File: src/rtl/enc_64b.sv
// Sequential 64-to-6 bit-scan encoder: captures a bitmap on init_i and emits the
// index of every set bit, lowest first, one per clock, with an optional output register.
module enc_64b #(
  parameter logic OUT_REG = 1'b1
) (
  input  logic        clk_i,
  input  logic        rst_n_i,
  input  logic        init_i,
  input  logic [63:0] data_i,
  output logic        busy_o,
  output logic        valid_o,
  output logic [5:0]  data_o,
  output logic        last_o,
  output logic        done_o,
  output logic [6:0]  cnt_o
);

  localparam int DATA_W = 64;
  localparam int IDX_W  = 6;
  localparam int CNT_W  = 7;

  typedef enum logic {S_IDLE, S_SCAN} state_t;

  state_t              state_r;
  logic [DATA_W-1:0]   mask_r;
  logic [CNT_W-1:0]    cnt_r;

  // Lowest-set-bit priority encode of one byte; returns 0 for an all-zero byte.
  function automatic logic [2:0] pri8(input logic [7:0] v);
    logic [2:0] r;
    r = 3'd0;
    for (int i = 7; i >= 0; i--) begin
      if (v[i]) r = 3'(i);
    end
    return r;
  endfunction

  logic [7:0]        grp_nz;
  logic [2:0]        idx_hi;
  logic [2:0]        idx_lo;
  logic [7:0]        sel_byte;
  logic [IDX_W-1:0]  idx;
  logic              mask_nz;
  logic              single;
  logic              scan;
  logic              accept;

  logic              vld_p0;
  logic [IDX_W-1:0]  data_p0;
  logic              last_p0;
  logic              done_p0;
  logic [CNT_W-1:0]  cnt_p0;

  // Stage p0: two-level encode straight from the scan state
  always_comb begin
    for (int b = 0; b < 8; b++) begin
      grp_nz[b] = |mask_r[b*8 +: 8];
    end
    idx_hi   = pri8(grp_nz);
    sel_byte = mask_r[{idx_hi, 3'b000} +: 8];
    idx_lo   = pri8(sel_byte);
    idx      = {idx_hi, idx_lo};
    mask_nz  = |mask_r;
    single   = mask_nz && ((mask_r & (mask_r - 64'd1)) == '0);
    scan     = (state_r == S_SCAN);
    vld_p0   = scan && mask_nz;
    data_p0  = vld_p0 ? idx : '0;
    last_p0  = vld_p0 && single;
    // A zero capture ends the scan on its first cycle with nothing emitted.
    done_p0  = scan && (single || !mask_nz);
    cnt_p0   = cnt_r + {{(CNT_W-1){1'b0}}, vld_p0};
  end

  assign accept = init_i && !busy_o;

  always_ff @(posedge clk_i or negedge rst_n_i) begin
    if (!rst_n_i) begin
      state_r <= S_IDLE;
      mask_r  <= '0;
      cnt_r   <= '0;
    end else begin
      case (state_r)
        S_IDLE: begin
          if (accept) begin
            state_r <= S_SCAN;
            mask_r  <= data_i;
            cnt_r   <= '0;
          end
        end
        S_SCAN: begin
          if (vld_p0) mask_r <= mask_r & ~(64'd1 << idx);
          cnt_r <= cnt_p0;
          if (done_p0) state_r <= S_IDLE;
        end
        default: state_r <= S_IDLE;
      endcase
    end
  end

  generate
    if (OUT_REG) begin : g_out_reg
      logic              vld_p1;
      logic [IDX_W-1:0]  data_p1;
      logic              last_p1;
      logic              done_p1;
      logic [CNT_W-1:0]  cnt_p1;

      // Stage p1: output register; busy stays up until the delayed done has shown
      always_ff @(posedge clk_i or negedge rst_n_i) begin
        if (!rst_n_i) begin
          vld_p1  <= 1'b0;
          data_p1 <= '0;
          last_p1 <= 1'b0;
          done_p1 <= 1'b0;
          cnt_p1  <= '0;
        end else begin
          vld_p1  <= vld_p0;
          data_p1 <= data_p0;
          last_p1 <= last_p0;
          done_p1 <= done_p0;
          cnt_p1  <= cnt_p0;
        end
      end

      assign busy_o  = scan || done_p1;
      assign valid_o = vld_p1;
      assign data_o  = data_p1;
      assign last_o  = last_p1;
      assign done_o  = done_p1;
      assign cnt_o   = cnt_p1;
    end else begin : g_out_comb
      assign busy_o  = scan;
      assign valid_o = vld_p0;
      assign data_o  = data_p0;
      assign last_o  = last_p0;
      assign done_o  = done_p0;
      assign cnt_o   = cnt_p0;
    end
  endgenerate

endmodule

File: config.mk
export PLATFORM = sky130hd
export DESIGN_NAME = enc_64b
export DESIGN_NICKNAME = d
export VERILOG_FILES = /design/src/rtl/enc_64b.sv
export SDC_FILE = /design/constraint.sdc
export NUM_CORES = 1
export LEC_CHECK = 0
export CAP_MARGIN = 20
export CORE_MARGIN = 1
export CORE_UTILIZATION = 55
export CTS_BUF_LIST = sky130_fd_sc_hd__clkbuf_8
export CTS_CLUSTER_DIAMETER = 30
export DETAILED_ROUTE_END_ITERATION = 7
export GPL_TIMING_DRIVEN = 0
export PLACE_DENSITY = 0.81
export SLEW_MARGIN = 20
export SYNTH_ARGS = -nofsm -noshare
export SYNTH_HDL_FRONTEND = slang
export SYNTH_SLANG_ARGS = --single-unit
File: constraint.sdc
create_clock -name clk_i -period 6.56 [get_ports clk_i]
set_input_delay 1.312 -clock clk_i [delete_from_list [all_inputs] [get_ports clk_i]]
set_output_delay 1.312 -clock clk_i [all_outputs]
set_load 0.005 [all_outputs]
==> flow_metrics.tcl, run 1 <==
set metrics [dict create \
    status "finished, final reports clean" \
    dieWidth_microns 102 \
    cts.repair.resized 0 \
    layout.nets 815 \
    synthCells 651 \
    worst_slew_pin_slew_ns 1.11 \
    maxCapViolations 0 \
    finalNonFillerCells 884 \
    clock-sinks 88 \
    worstPathCellList "or3_4, or4_1, buf_2, nor4_4, nand2_1, o21ai_1, inv_1, nor2_1, nor2_1, a21oi_1, a22oi_1, o21ai_1" \
    place_congestion 1.19 \
    initial_core_util_pct 56.8 \
    place_inst 868 \
    yosysSeqAreaShare_pct 39.7 \
    irDropWorstVdd_mv 0.284 \
    hold_viol_final 0 \
    gr-usage-all-layers_pct 43.9 \
    p_leak_nw 2.64 \
    syn-num-nets 720 \
    fmax_ghz 0.194 \
    clockBufferDepth 2 \
    synthAdderAreaFrac_pct 1.53 \
    io_pins 84 \
    via_per_inst 7.03 \
    grt_pass1_vias 5813 \
    slew_headroom_pct 26.3 \
    antenna_cells 0 \
    netlist_area_sq_um 5550 \
    ys_warn_count 0 \
    ys_async_sr_fraction_pct 100 \
    synth_xor_area_share_pct 0.789 \
    p_switching_w 0.00149 \
    drt-pass1-iter-count 5 \
    cts_buffers 9 \
    pwr-share-seq_pct 35.9 \
    post_cts_buffers 0 \
    hpwlAfterDp_microns 16800 \
    synth_top_area_cell "dfrtp_1" \
    cp_max_fo 10 \
    vias 6218 \
    antenna_found_initial 0 \
    critical_path_class "reg -> reg" \
    grt_setup_unrepaired "no" \
    holdBufCountCts 0 \
    finClkSkew_ns 0.0150 \
    final.period_utilization_pct 78.5 \
    setup_tns_ns 0 \
    synth_area_leaders "dfrtp_1, nand2_1, a22oi_1" \
    synthFlopType "dfrtp_1" \
    yosys.area_share.simple_pct 23.6 \
    area_growth_pct 23.0 \
    layout-drive-gt1-share_pct 6.52 \
    syn_area_per_cell_sq_um 8.52 \
    die_area_sq_um 10500 \
    power_density_nw_per_um2 448 \
    grt_start_max_net_pins 46 \
    power_w 0.00306 \
    io_buffers 83 \
    detail_route.wl_per_cell_microns 24.8 \
    drtIter0Drc 514 \
    setup_viol 0 \
    synth_edf_count 0 \
    fp.dieH_microns 102 \
    whs_ns 0.510 \
    crit_required_ns 6.87 \
    muxShareOfSynthArea_pct 0.947 \
    netlist.area_leader.share_pct 39.7 \
    synth_top_family_by_area "compound AO/OA/AOI/OAI gates" \
    grt_pass1_wl_microns 33000 \
    final_util_pct 69.8 \
    power.share.clock_pct 16.3 \
    post-synth-top-count-cell "nand2_1" \
    power.share.combinational_pct 47.8 \
    min_period_ns 5.15 \
    startpoint_type "flop" \
    internal-power_w 0.00157 \
    cts_tree "built" \
    min_path_type "reg -> reg" \
    startpoint "mask_r[17]" \
    clock_latency_ns 0.39 \
    overflow 0 \
    core_area_sq_um 9770 \
    drc 0 \
    synth_common_cells "nand2_1, dfrtp_1, nor2_1" \
    slew_violations 0 \
    cts-root-buf "clkbuf_8" \
    cts.reportedPaths.clkPinSlew_ns 0.09 \
    wl_microns 22000 \
    synth-seq-cells 88 \
    fillers 782 \
    worstHoldStart "cnt_r[0]" \
    cts.htree.levels 3 \
    cp-end-kind "flop" \
    switching_share_pct 48.8 \
    worst_ep_arrival_time_ns 5.46 \
    critical_path.max_stage_delay_ns 0.88 \
    synth-compound-area-share_pct 30.4 \
    timing.rr.start "mask_r[17]" \
    critPathSlowestCell "a21oi_1" \
    std_cell_rows 36 \
    synth_cell_type_count 72 \
    ant_nets 0 \
]
==> layout make-up <==
| class | instances | area [sq um] | share of cell area [%] |
|---|---|---|---|
| buffer | 35 | 143 | 2.09 |
| clock buffer | 9 | 124 | 1.82 |
| timing repair buffer | 84 | 848 | 12.4 |
| tap | 133 | 166 | 2.44 |
| clock inverter | 7 | 136 | 2.00 |
| sequential | 88 | 2200 | 32.3 |
| inverter | 8 | 30.0 | 0.440 |
| multi-input combinational | 520 | 3170 | 46.5 |
==> power groups by stage <==
stage / combinational (W) / clock [W] / sequential [W]
CTS: 0.00141 / 0.000498 / 0.00107
floorplan: 0.000906 / 0 / 0.000956
global route: 0.00155 / 0.000521 / 0.00111
finish: 0.00146 / 0.000498 / 0.00110
detailed placement: 0.00140 / 0 / 0.00108
global placement: 0.00135 / 0 / 0.00107
==> cells by family after synthesis <==
| kind of cell | Yosys count |
|---|---|
| xor+xnor | 5 |
| buf+inv | 43 |
| compound gates | 237 |
| mux | 5 |
| fa+ha+maj | 8 |
| flops | 88 |
| simple gates | 265 |
==> state kept, by name, summed over array words and instances, names as in the netlist <==
signal	flops
cnt_o	7
cnt_r	7
data_o	6
done_o	1
last_o	1
mask_r	64
scan	1
valid_o	1
==> through the flow <==
step / setup WS [ns] / area, sq um
3_5_place_dp: 1.67 / 6560
5_1_grt: 1.25 / 6820
3_3_place_gp: 1.24 / 6550
4_1_cts: 1.55 / 6820
2_1_floorplan: 2.90 / 5550
6_report: 1.41 / 6820
==> routing by layer <==
| layer | GRT usage [%] | vias to the layer above | wire length (microns) |
|---|---|---|---|
| met2 | 66.7 | 431 | 9760 |
| li1 | - | 2707 | - |
| met3 | 15.3 | 93 | 2730 |
| met4 | 25.5 | 0 | 1260 |
| met1 | 54.0 | 2987 | 8210 |
| met5 | 0 | - | 0 |
==> layout by cell type, fill, tap and decap left out, drive strengths merged, types with 3 or more instances in the layout <==
| cell type | Yosys | layout |
|---|---|---|
| maj3 | 6 | 6 |
| and3 | 8 | 8 |
| a211o | 5 | 5 |
| a21oi | 21 | 21 |
| nor4 | 16 | 16 |
| xnor2 | 3 | 3 |
| nand3b | 3 | 3 |
| or2 | 4 | 4 |
| o21a | 3 | 3 |
| o2111ai | 4 | 4 |
| a22oi | 35 | 35 |
| and4 | 3 | 3 |
| o31ai | 3 | 3 |
| nand4 | 9 | 9 |
| a221o | 5 | 5 |
| dfrtp | 88 | 88 |
| or3 | 14 | 14 |
| o211ai | 18 | 18 |
| o22ai | 4 | 4 |
| nor3 | 11 | 11 |
| bufinv | 0 | 4 |
| clkdlybuf4s50 | 0 | 82 |
| o41ai | 3 | 3 |
| a211oi | 7 | 7 |
| inv | 8 | 10 |
| o21ai | 72 | 72 |
| buf | 10 | 12 |
| mux2i | 3 | 3 |
| a22o | 13 | 13 |
| nor2 | 44 | 44 |
| or4 | 5 | 5 |
| o311ai | 19 | 19 |
| o31a | 3 | 3 |
| and2 | 6 | 6 |
| clkbuf | 25 | 34 |
| nand2 | 107 | 107 |
| a31oi | 6 | 6 |
| nand3 | 29 | 29 |
| nand2b | 3 | 3 |
==> worst paths after layout <==
check / end / slack, ns / depth (start not counted)
min in group asynchronous: cnt_o[3] / 0.92 / 1
setup / recovery: mask_r[17] / 1.41 / 12
max in group asynchronous: mask_r[45] / 5.00 / 2
hold / removal: cnt_r[0] / 0.51 / 1
hold reg to reg: cnt_r[0] / 0.51 / 1
setup reg to reg: mask_r[17] / 1.41 / 12
==> critical path, delay by kind of cell, from the launching register on <==
| family | cells | cell delay [ns] |
|---|---|---|
| flops | 1 | 0.48 |
| simple gates | 6 | 2.22 |
| compound gates | 4 | 1.94 |
| buf+inv | 2 | 0.44 |
No activity file was read; power rests on OpenSTA's default activity.
==> run 2: changes to the inputs <==
==> constraint.sdc (replaced) <==
create_clock -name clk_i -period 4.8 [get_ports clk_i]
set_input_delay 0.96 -clock clk_i [delete_from_list [all_inputs] [get_ports clk_i]]
set_output_delay 0.96 -clock clk_i [all_outputs]
set_load 0.005 [all_outputs]
==> flow_metrics.tcl, run 2 (synthesis results as in run 1) <==
set metrics [dict create \
    final_util_pct 70.2 \
    initial_core_util_pct 56.8 \
    final_cell_mix "nand2_1, dfrtp_1, clkdlybuf4s50_1" \
    worst_ep_arrival_time_ns 4.89 \
    fp.dieH_microns 102 \
    fmax_ghz 0.215 \
    placed_area_sq_um 6560 \
    ant_nets 0 \
    hold_viol_final 0 \
    finalNonFillerCells 886 \
    gr-usage-all-layers_pct 43.9 \
    dieWidth_microns 102 \
    cts.htree.levels 3 \
    design_area_sq_um 6860 \
    die_area_sq_um 10500 \
    grt_pass1_wl_microns 33000 \
    std_cell_rows 36 \
    power_density_nw_per_um2 611 \
    cts_tree "built" \
    drtIter0Drc 558 \
    grt_start_max_net_pins 46 \
    place_inst 868 \
    clock_latency_ns 0.39 \
    via_per_inst 7.03 \
    cts_buffers 9 \
    maxCapViolations 0 \
    critical_path.max_stage_delay_ns 0.60 \
    grt_setup_unrepaired "no" \
    multi_input_area_sq_um 3190 \
    p_leak_nw 2.66 \
    final_common_cell "nand2_1" \
    cp_max_fo 10 \
    clock-sinks 88 \
    min_period_ns 4.64 \
    critPathSlowestCell "a211oi_1" \
    cpMostUsedCell "buf_2" \
    crit_required_ns 5.05 \
    overflow 0 \
    critical_path_class "reg -> reg" \
    slew_violations 0 \
    layout.nets 817 \
    status "finished, final reports clean" \
    hpwlAfterDp_microns 16800 \
    largest_reg_flops 64 \
    io_pins 84 \
    place_congestion 1.19 \
    worstPathCellList "or4_1, or3_1, buf_2, a21oi_1, nand2_1, buf_2, a211oi_1, o211a_1, nand3_2, or4_1, buf_2, o21ai_1, o21ai_1" \
    area_growth_pct 23.7 \
    cp-end-kind "flop" \
    grt_pass1_vias 5811 \
    core_area_sq_um 9770 \
    slew_headroom_pct 45.3 \
    setup_viol 0 \
    power_w 0.00419 \
    clockBufferDepth 2 \
    io_buffers 83 \
    top_register "mask_r" \
    layout-drive-gt1-share_pct 7.44 \
    vias 6232 \
    final.period_utilization_pct 96.7 \
    drc 0 \
    irDropWorstVdd_mv 0.388 \
    finClkSkew_ns 0.0149 \
    fillers 786 \
    antenna_cells 0 \
    detail_route.wl_per_cell_microns 24.8 \
    startpoint_type "flop" \
    drt-pass1-iter-count 5 \
    min_path_type "reg -> reg" \
    cts-root-buf "clkbuf_8" \
    worst_slew_pin_slew_ns 0.820 \
    cts.reportedPaths.clkPinSlew_ns 0.09 \
    seq_area_sq_um 2200 \
    antenna_found_initial 0 \
    setup_tns_ns 0 \
    wl_microns 22000 \
    holdBufCountCts 0 \
]
run 2: cell count changes in the layout (fill, tap and decap cells not counted):
cell,previous run,this run
clkbuf_1,25,23
nor2_1,43,42
nor4_2,2,1
a2111oi_1,0,1
nor4_4,1,2
o21ai_1,30,29
buf_4,1,4
a2111oi_0,1,0
o21ai_2,0,1
a21oi_2,0,1
clkbuf_2,0,1
nor2_2,1,2
a21oi_1,21,20
run 2: critical path, delay by kind of cell, from the launching register on:
kind                   cells  cell delay [ns]
AOI/OAI and AO/OA          5             1.44
buffers and inverters      3             0.74
DFF                        1             0.50
and+or+nand+nor            5             1.80
run 2: layer usage:
layer  share of wire (%)  track usage, %
met2                  44            66.2
met1                  37            54.1
met5                   0               0
met4                 5.6            26.3
met3                  13            15.4
run 2: area by class of cell:
class / count / area share [%]
tap: 133 / 2.42
buffer: 34 / 2.04
clock buffer: 9 / 1.80
timing repair buffer: 87 / 12.7
clock inverter: 7 / 1.99
multi-input combinational: 520 / 46.5
inverter: 8 / 0.438
sequential: 88 / 32.1
run 2: path summary, 6_finish.rpt:
kind | startpoint | endpoint | slack (ns) | depth (start not counted)
max in group asynchronous | rst_n_i | mask_r[45] | 3.59 | 2
hold reg to reg | cnt_r[0] | cnt_r[0] | 0.51 | 1
hold / removal | cnt_r[0] | cnt_r[0] | 0.51 | 1
setup / recovery | mask_r[29] | mask_r[47] | 0.16 | 13
min in group asynchronous | rst_n_i | cnt_r[4] | 0.57 | 1
setup reg to reg | mask_r[29] | mask_r[47] | 0.16 | 13
run 2: per-stage QoR:
step | hold slack (ns) | worst slack, ns
5_1_grt | 0.528 | 0.0202
2_1_floorplan | 0.459 | 1.14
3_5_place_dp | 0.489 | -0.0878
6_report | 0.512 | 0.158
3_3_place_gp | 0.481 | -0.166
4_1_cts | 0.514 | 0.0905
run 2: what timing repair did:
| action | CTS | global route |
|---|---|---|
| buffers inserted | 0 | 3 |
| gates resized for setup | 1 | 6 |
| pin swaps | 0 | 1 |
| setup endpoints to repair | 4 | 31 |
run 2: power by group:
part           internal [W]  total, W  switching (W)
logic              0.000724   0.00200        0.00128
registers           0.00102   0.00151       0.000488
clock network      0.000396  0.000681       0.000285
==> run 3: changes to the inputs <==
--- a/config.mk
+++ b/config.mk
@@ -10,6 +10,7 @@
 export CORE_UTILIZATION = 55
 export CTS_BUF_LIST = sky130_fd_sc_hd__clkbuf_8
 export CTS_CLUSTER_DIAMETER = 30
+export CTS_CLUSTER_SIZE = 40
 export DETAILED_ROUTE_END_ITERATION = 7
 export GPL_TIMING_DRIVEN = 0
 export PLACE_DENSITY = 0.81
==> results of run 3 <==
Same layout as run 2: the final DEF is identical, and so are final timing and power.
==> patch 1: new RTL, flow settings as in run 3 <==
Register the inputs `init_i` and `data_i` before use. The logic sees them one clock later.
--- a/src/rtl/enc_64b.sv
+++ b/src/rtl/enc_64b.sv
@@ -20,6 +20,14 @@
   localparam int CNT_W  = 7;
 
   typedef enum logic {S_IDLE, S_SCAN} state_t;
+
+  logic init_q;
+  logic [63:0] data_q;
+
+  always_ff @(posedge clk_i) begin
+    init_q <= init_i;
+    data_q <= data_i;
+  end
 
   state_t              state_r;
   logic [DATA_W-1:0]   mask_r;
@@ -71,7 +79,7 @@
     cnt_p0   = cnt_r + {{(CNT_W-1){1'b0}}, vld_p0};
   end
 
-  assign accept = init_i && !busy_o;
+  assign accept = init_q && !busy_o;
 
   always_ff @(posedge clk_i or negedge rst_n_i) begin
     if (!rst_n_i) begin
@@ -83,7 +91,7 @@
         S_IDLE: begin
           if (accept) begin
             state_r <= S_SCAN;
-            mask_r  <= data_i;
+            mask_r  <= data_q;
             cnt_r   <= '0;
           end
         end
Behaviour: not the same (a bounded check fails within 4 cycles, from zero or initial values and one cycle with rst_n_i low).
==> patch 1 against run 3 <==
Routed wire length up 19%; die area is 24% higher; global-route usage is 2.1 points lower; sequential share of layout area up 9.4 points; largest power group unchanged; clock power up 44%; power rose by 46%; first-iteration DRC count is 66% higher; sequential cell count rose by 65; synthesized cell count rose by 7.2%; design area rose by 23%; area after synthesis increased by 24%; critical path type unchanged; critical endpoint is now mask_r[62]$_DFFE_PN0P_; setup slack worse by 0.11 ns.
==> patch 1: results (changes against run 3) <==
metric;value;unit;change
status;finished clean;;
Static Leakage;3.29;nW;+23%
met1 Use GR;52.5;%;-1.6 points
I/O Buffers;83;;unchanged
Mapped Cells;698;;+7.2%
reg2reg path depth;12;;-1
arrival time at the worst endpoint;5.08;ns;+0.19 ns
crit-path max cell delay;0.65;ns;+0.05 ns
placed instance area;7960;um2;+21%
hold_ws;0.433;ns;-0.0793 ns
via count;6817;;+9.4%
grt met3 use;14.4;%;-0.99 points
Hold Path End;mask_r[2]$_DFFE_PN0P_;;
fin cells;984;;+11%
number of diodes;0;;unchanged
M1 wire length;10.0;mm;+22%
Syn Nets;767;;+6.5%
hold path cells;2;;+1
Tot GR Track Use;41.8;%;-2.1 points
Post-Place Worst Slack;-0.357;ns;-0.269 ns
vias in the first global route;6659;;+15%
Cells after DPL;950;;+9.4%
Slowest-stage cell, CP;or4_1;;
Iter 0 DRT Violations;924;;+66%
Slew HR;47.4;%;+2.1 points
CTS resizes;3;;+2
Clock Latency Late Sink;0.47;ns;+0.08 ns
top cells by count, synth;88 x dfrtp_1, 78 x nand2_1, 65 x dfxtp_1;;
wire length on met2;12.0;mm;+22%
Tmin final;4.75;ns;+0.105 ns
Detailed Place HPWL;19.1;mm;+14%
routability cong.;1.03;;-13%
Hold Path Origin;data_q[2]$_DFF_P_;;
Worst Setup SP;mask_r[1]$_DFFE_PN0P_;;
Layout Nets;872;;+6.7%
post-synth cell types;67;;-6.9%
CTS buffer count;17;;+8
ys async rst share;57.5;%;-42 points
layout cells sized above 1;9.93;%;+2.5 points
Peak VDD IR;582;uV;+50%
Synth area leaders;dfrtp_1 32%, dfxtp_1 19%, nand2_1 4.3%;;
first-pass GRT wire length;39.0;mm;+18%
clk_skew;0.0142;ns;-0.000747 ns
internal reg-to-reg setup slack;0.05;ns;-0.11 ns
Worst Setup EP;mask_r[62]$_DFFE_PN0P_;;
Met3 Wirelength;3.07;mm;+12%
routed len/inst;26.7;um;+7.3%
Seq/Total Area, Yosys;50.9;%;+11 points
==> patch 1: layout make-up <==
| type | instances | area, um2 |
|---|---|---|
| Fill cell | 959 | 3670 |
| Sequential cell | 153 | 3500 |
| Multi-Input combinational cell | 496 | 3230 |
| Timing Repair Buffer | 86 | 871 |
| Clock buffer | 18 | 248 |
| Tap cell | 168 | 210 |
| Buffer | 41 | 201 |
| Clock inverter | 14 | 148 |
| Inverter | 8 | 30.0 |
==> patch 1: logic make-up after synthesis <==
logic type | synth area share, %
AOI/OAI and AO/OA | 23.7
and+or+nand+nor | 18.0
DFF | 50.9
buffers and inverters | 3.29
muxes | 2.34
adders and majority gates | 1.09
xor gates and xnor gates | 0.636
==> patch 1: where the power goes <==
part           switching (W)  internal (W)  total [W]
Sequential          0.000558       0.00161    0.00217
Clock               0.000507      0.000477   0.000984
Combinational        0.00194       0.00103    0.00297
==> patch 2: new RTL, config.mk and constraints of run 3 <==
Without the edit above. The parameter `OUT_REG` goes from 1'b1 to 1'b0.
--- a/src/rtl/enc_64b.sv
+++ b/src/rtl/enc_64b.sv
@@ -1,7 +1,7 @@
 // Sequential 64-to-6 bit-scan encoder: captures a bitmap on init_i and emits the
 // index of every set bit, lowest first, one per clock, with an optional output register.
 module enc_64b #(
-  parameter logic OUT_REG = 1'b1
+  parameter logic OUT_REG = 1'b0
 ) (
   input  logic        clk_i,
   input  logic        rst_n_i,
Behaviour: not the same (Yosys sat finds a counterexample within 4 cycles, from zero or initial values and one cycle with rst_n_i low).
==> patch 2 against run 3 <==
Sequential cell count decreased by 16; via count decreased by 4.8%; routed wire length decreased by 1.1%; the run now ends with DRC, setup timing left; clock skew about the same; setup slack got worse by 0.43 ns; design area increased by 2.1%; register-to-register slack improved by 0.15 ns; area after synthesis decreased by 10%.
Power is left out: the tool's default activity adds up to more than one toggle a clock period on the data nets, which glitch-free logic cannot reach.
==> patch 2: results (changes against run 3) <==
metric;value;unit;change
status;complete, but fails checks;;
violated checks;DRC, setup timing;;
Post-Place Worst Slack;-0.873;ns;-0.785 ns
largest net degree at the start of global routing;38;;-17%
first-pass GRT wire length;33.3;mm;+0.79%
ys flop type;dfrtp_1;;
highest net fanout along the worst path;10;;unchanged
total wire length;21.8;mm;-1.1%
worst hold path type;flop to flop;;
reg2reg path depth;14;;+1
layout cells sized above 1;24.9;%;+17 points
Synth area leaders;dfrtp_1 36%, mux2i_1 13%, a31oi_1 8.3%;;
ys async rst share;100;%;unchanged
clk_skew;0.0147;ns;-0.000214 ns
Clock Latency Late Sink;0.36;ns;-0.03 ns
arrival time at the worst endpoint;4.11;ns;-0.78 ns
worst reg2reg startpoint;mask_r[38]$_DFFE_PN0P_;;
vias in the first global route;5741;;-1.2%
internal reg-to-reg setup slack;0.31;ns;+0.15 ns
CTS buffer count;9;;unchanged
vias per cell;7.43;;+5.7%
Seq/Total Area, Yosys;36.2;%;-3.5 points
DR pass1 iterations;8;;+3
reg2reg end;mask_r[24]$_DFFE_PN0P_;;
htree depth;3;;unchanged
DRC;2;;+2
Iter 0 DRT Violations;748;;+34%
post-synth cell types;70;;-2.8%
final worst-path setup slack;-0.268;ns;-0.426 ns
Detailed Place HPWL;14.4;mm;-14%
Layout Nets;754;;-7.7%
setup TNS;-0.536;ns;-0.536 ns
Tot GR Track Use;46.3;%;+2.4 points
final setup fails;3;;+3
routability cong.;0.958;;-19%
hold path cells;1;;unchanged
top cells by count, synth;72 x dfrtp_1, 67 x mux2i_1, 66 x a31oi_1;;
Syn Nets;611;;-15%
Slew HR;21.5;%;-24 points
-- patch 2: worst max-delay path: stages, from the launching register on --
cell      delay [ns]
dfrtp_1         0.49
nor4_4          0.50
and4_2          0.38
nand3_2         0.16
clkbuf_8        0.21
or3_2           0.47
o21a_1          0.19
or4_4           0.53
nor4_2          0.22
and4b_2         0.32
nor2b_4         0.16
buf_2           0.12
-- patch 2: timing repair --
item,in CTS,in global routing
resized for setup,94,32
pin swaps,30,16
buffers inserted,40,10
endpoints found under the setup margin,20,11
hold buffers,0,0
hold endpoints to repair,0,0
-- patch 2: cell type report --
| type | count | area [um2] |
|---|---|---|
| tap | 108 | 135 |
| clock inverter | 6 | 83.8 |
| sequential | 72 | 1810 |
| fill | 564 | 1760 |
| buffer | 28 | 163 |
| timing repair buffer | 134 | 1240 |
| inverter | 3 | 11.3 |
| multi-input combinational | 437 | 3420 |
| clock buffer | 10 | 138 |
-- patch 2: through the flow --
stage	cells	hold slack, ns	cell area [um2]	utilization [%]
2_1_floorplan	542	0.467	4980	-
3_3_place_gp	733	0.487	5950	67.9
3_5_place_dp	734	0.490	5970	68.1
4_1_cts	788	0.514	6810	77.8
5_1_grt	798	0.566	7010	80.0
6_report	798	0.518	7010	80.0
-- patch 2: cell families (layout without fill, tap and decap cells) --
kind of cell             after synthesis  count (layout)  synth area share (%)
AO/OA/AOI/OAI                        180             180                  24.1
AND/OR/NAND/NOR                      177             177                  20.5
flip-flops                            72              72                  36.2
multiplexers                          68              68                  13.7
buffers and inverters                 33             181                  3.19
adder cells (fa/ha/maj)                7               7                  1.51
XOR/XNOR                               5               5                 0.879
-- patch 2: how the worst max path moves through the flow --
stage,end,slack [ns],depth (start not counted),from
6_report,last_o,-0.27,11,mask_r[21]$_DFFE_PN0P_
5_1_grt,last_o,-0.31,11,mask_r[21]$_DFFE_PN0P_
4_1_cts,last_o,-0.14,12,mask_r[2]$_DFFE_PN0P_
3_5_place_dp,last_o,-0.87,12,mask_r[17]$_DFFE_PN0P_
3_3_place_gp,last_o,-0.88,12,mask_r[17]$_DFFE_PN0P_
2_1_floorplan,last_o,0.28,10,mask_r[3]$_DFFE_PN0P_
-- patch 2: routing by layer --
metal / global-route usage (%) / routed length [um] / share of wire [%] / vias up
met5: 0 / 0 / 0 / -
met4: 23.5 / 1390 / 6.4 / 0
met3: 10.7 / 2570 / 12 / 137
met2: 70.8 / 9580 / 44 / 543
met1: 61.5 / 8240 / 38 / 2830
li1: - / - / - / 2422
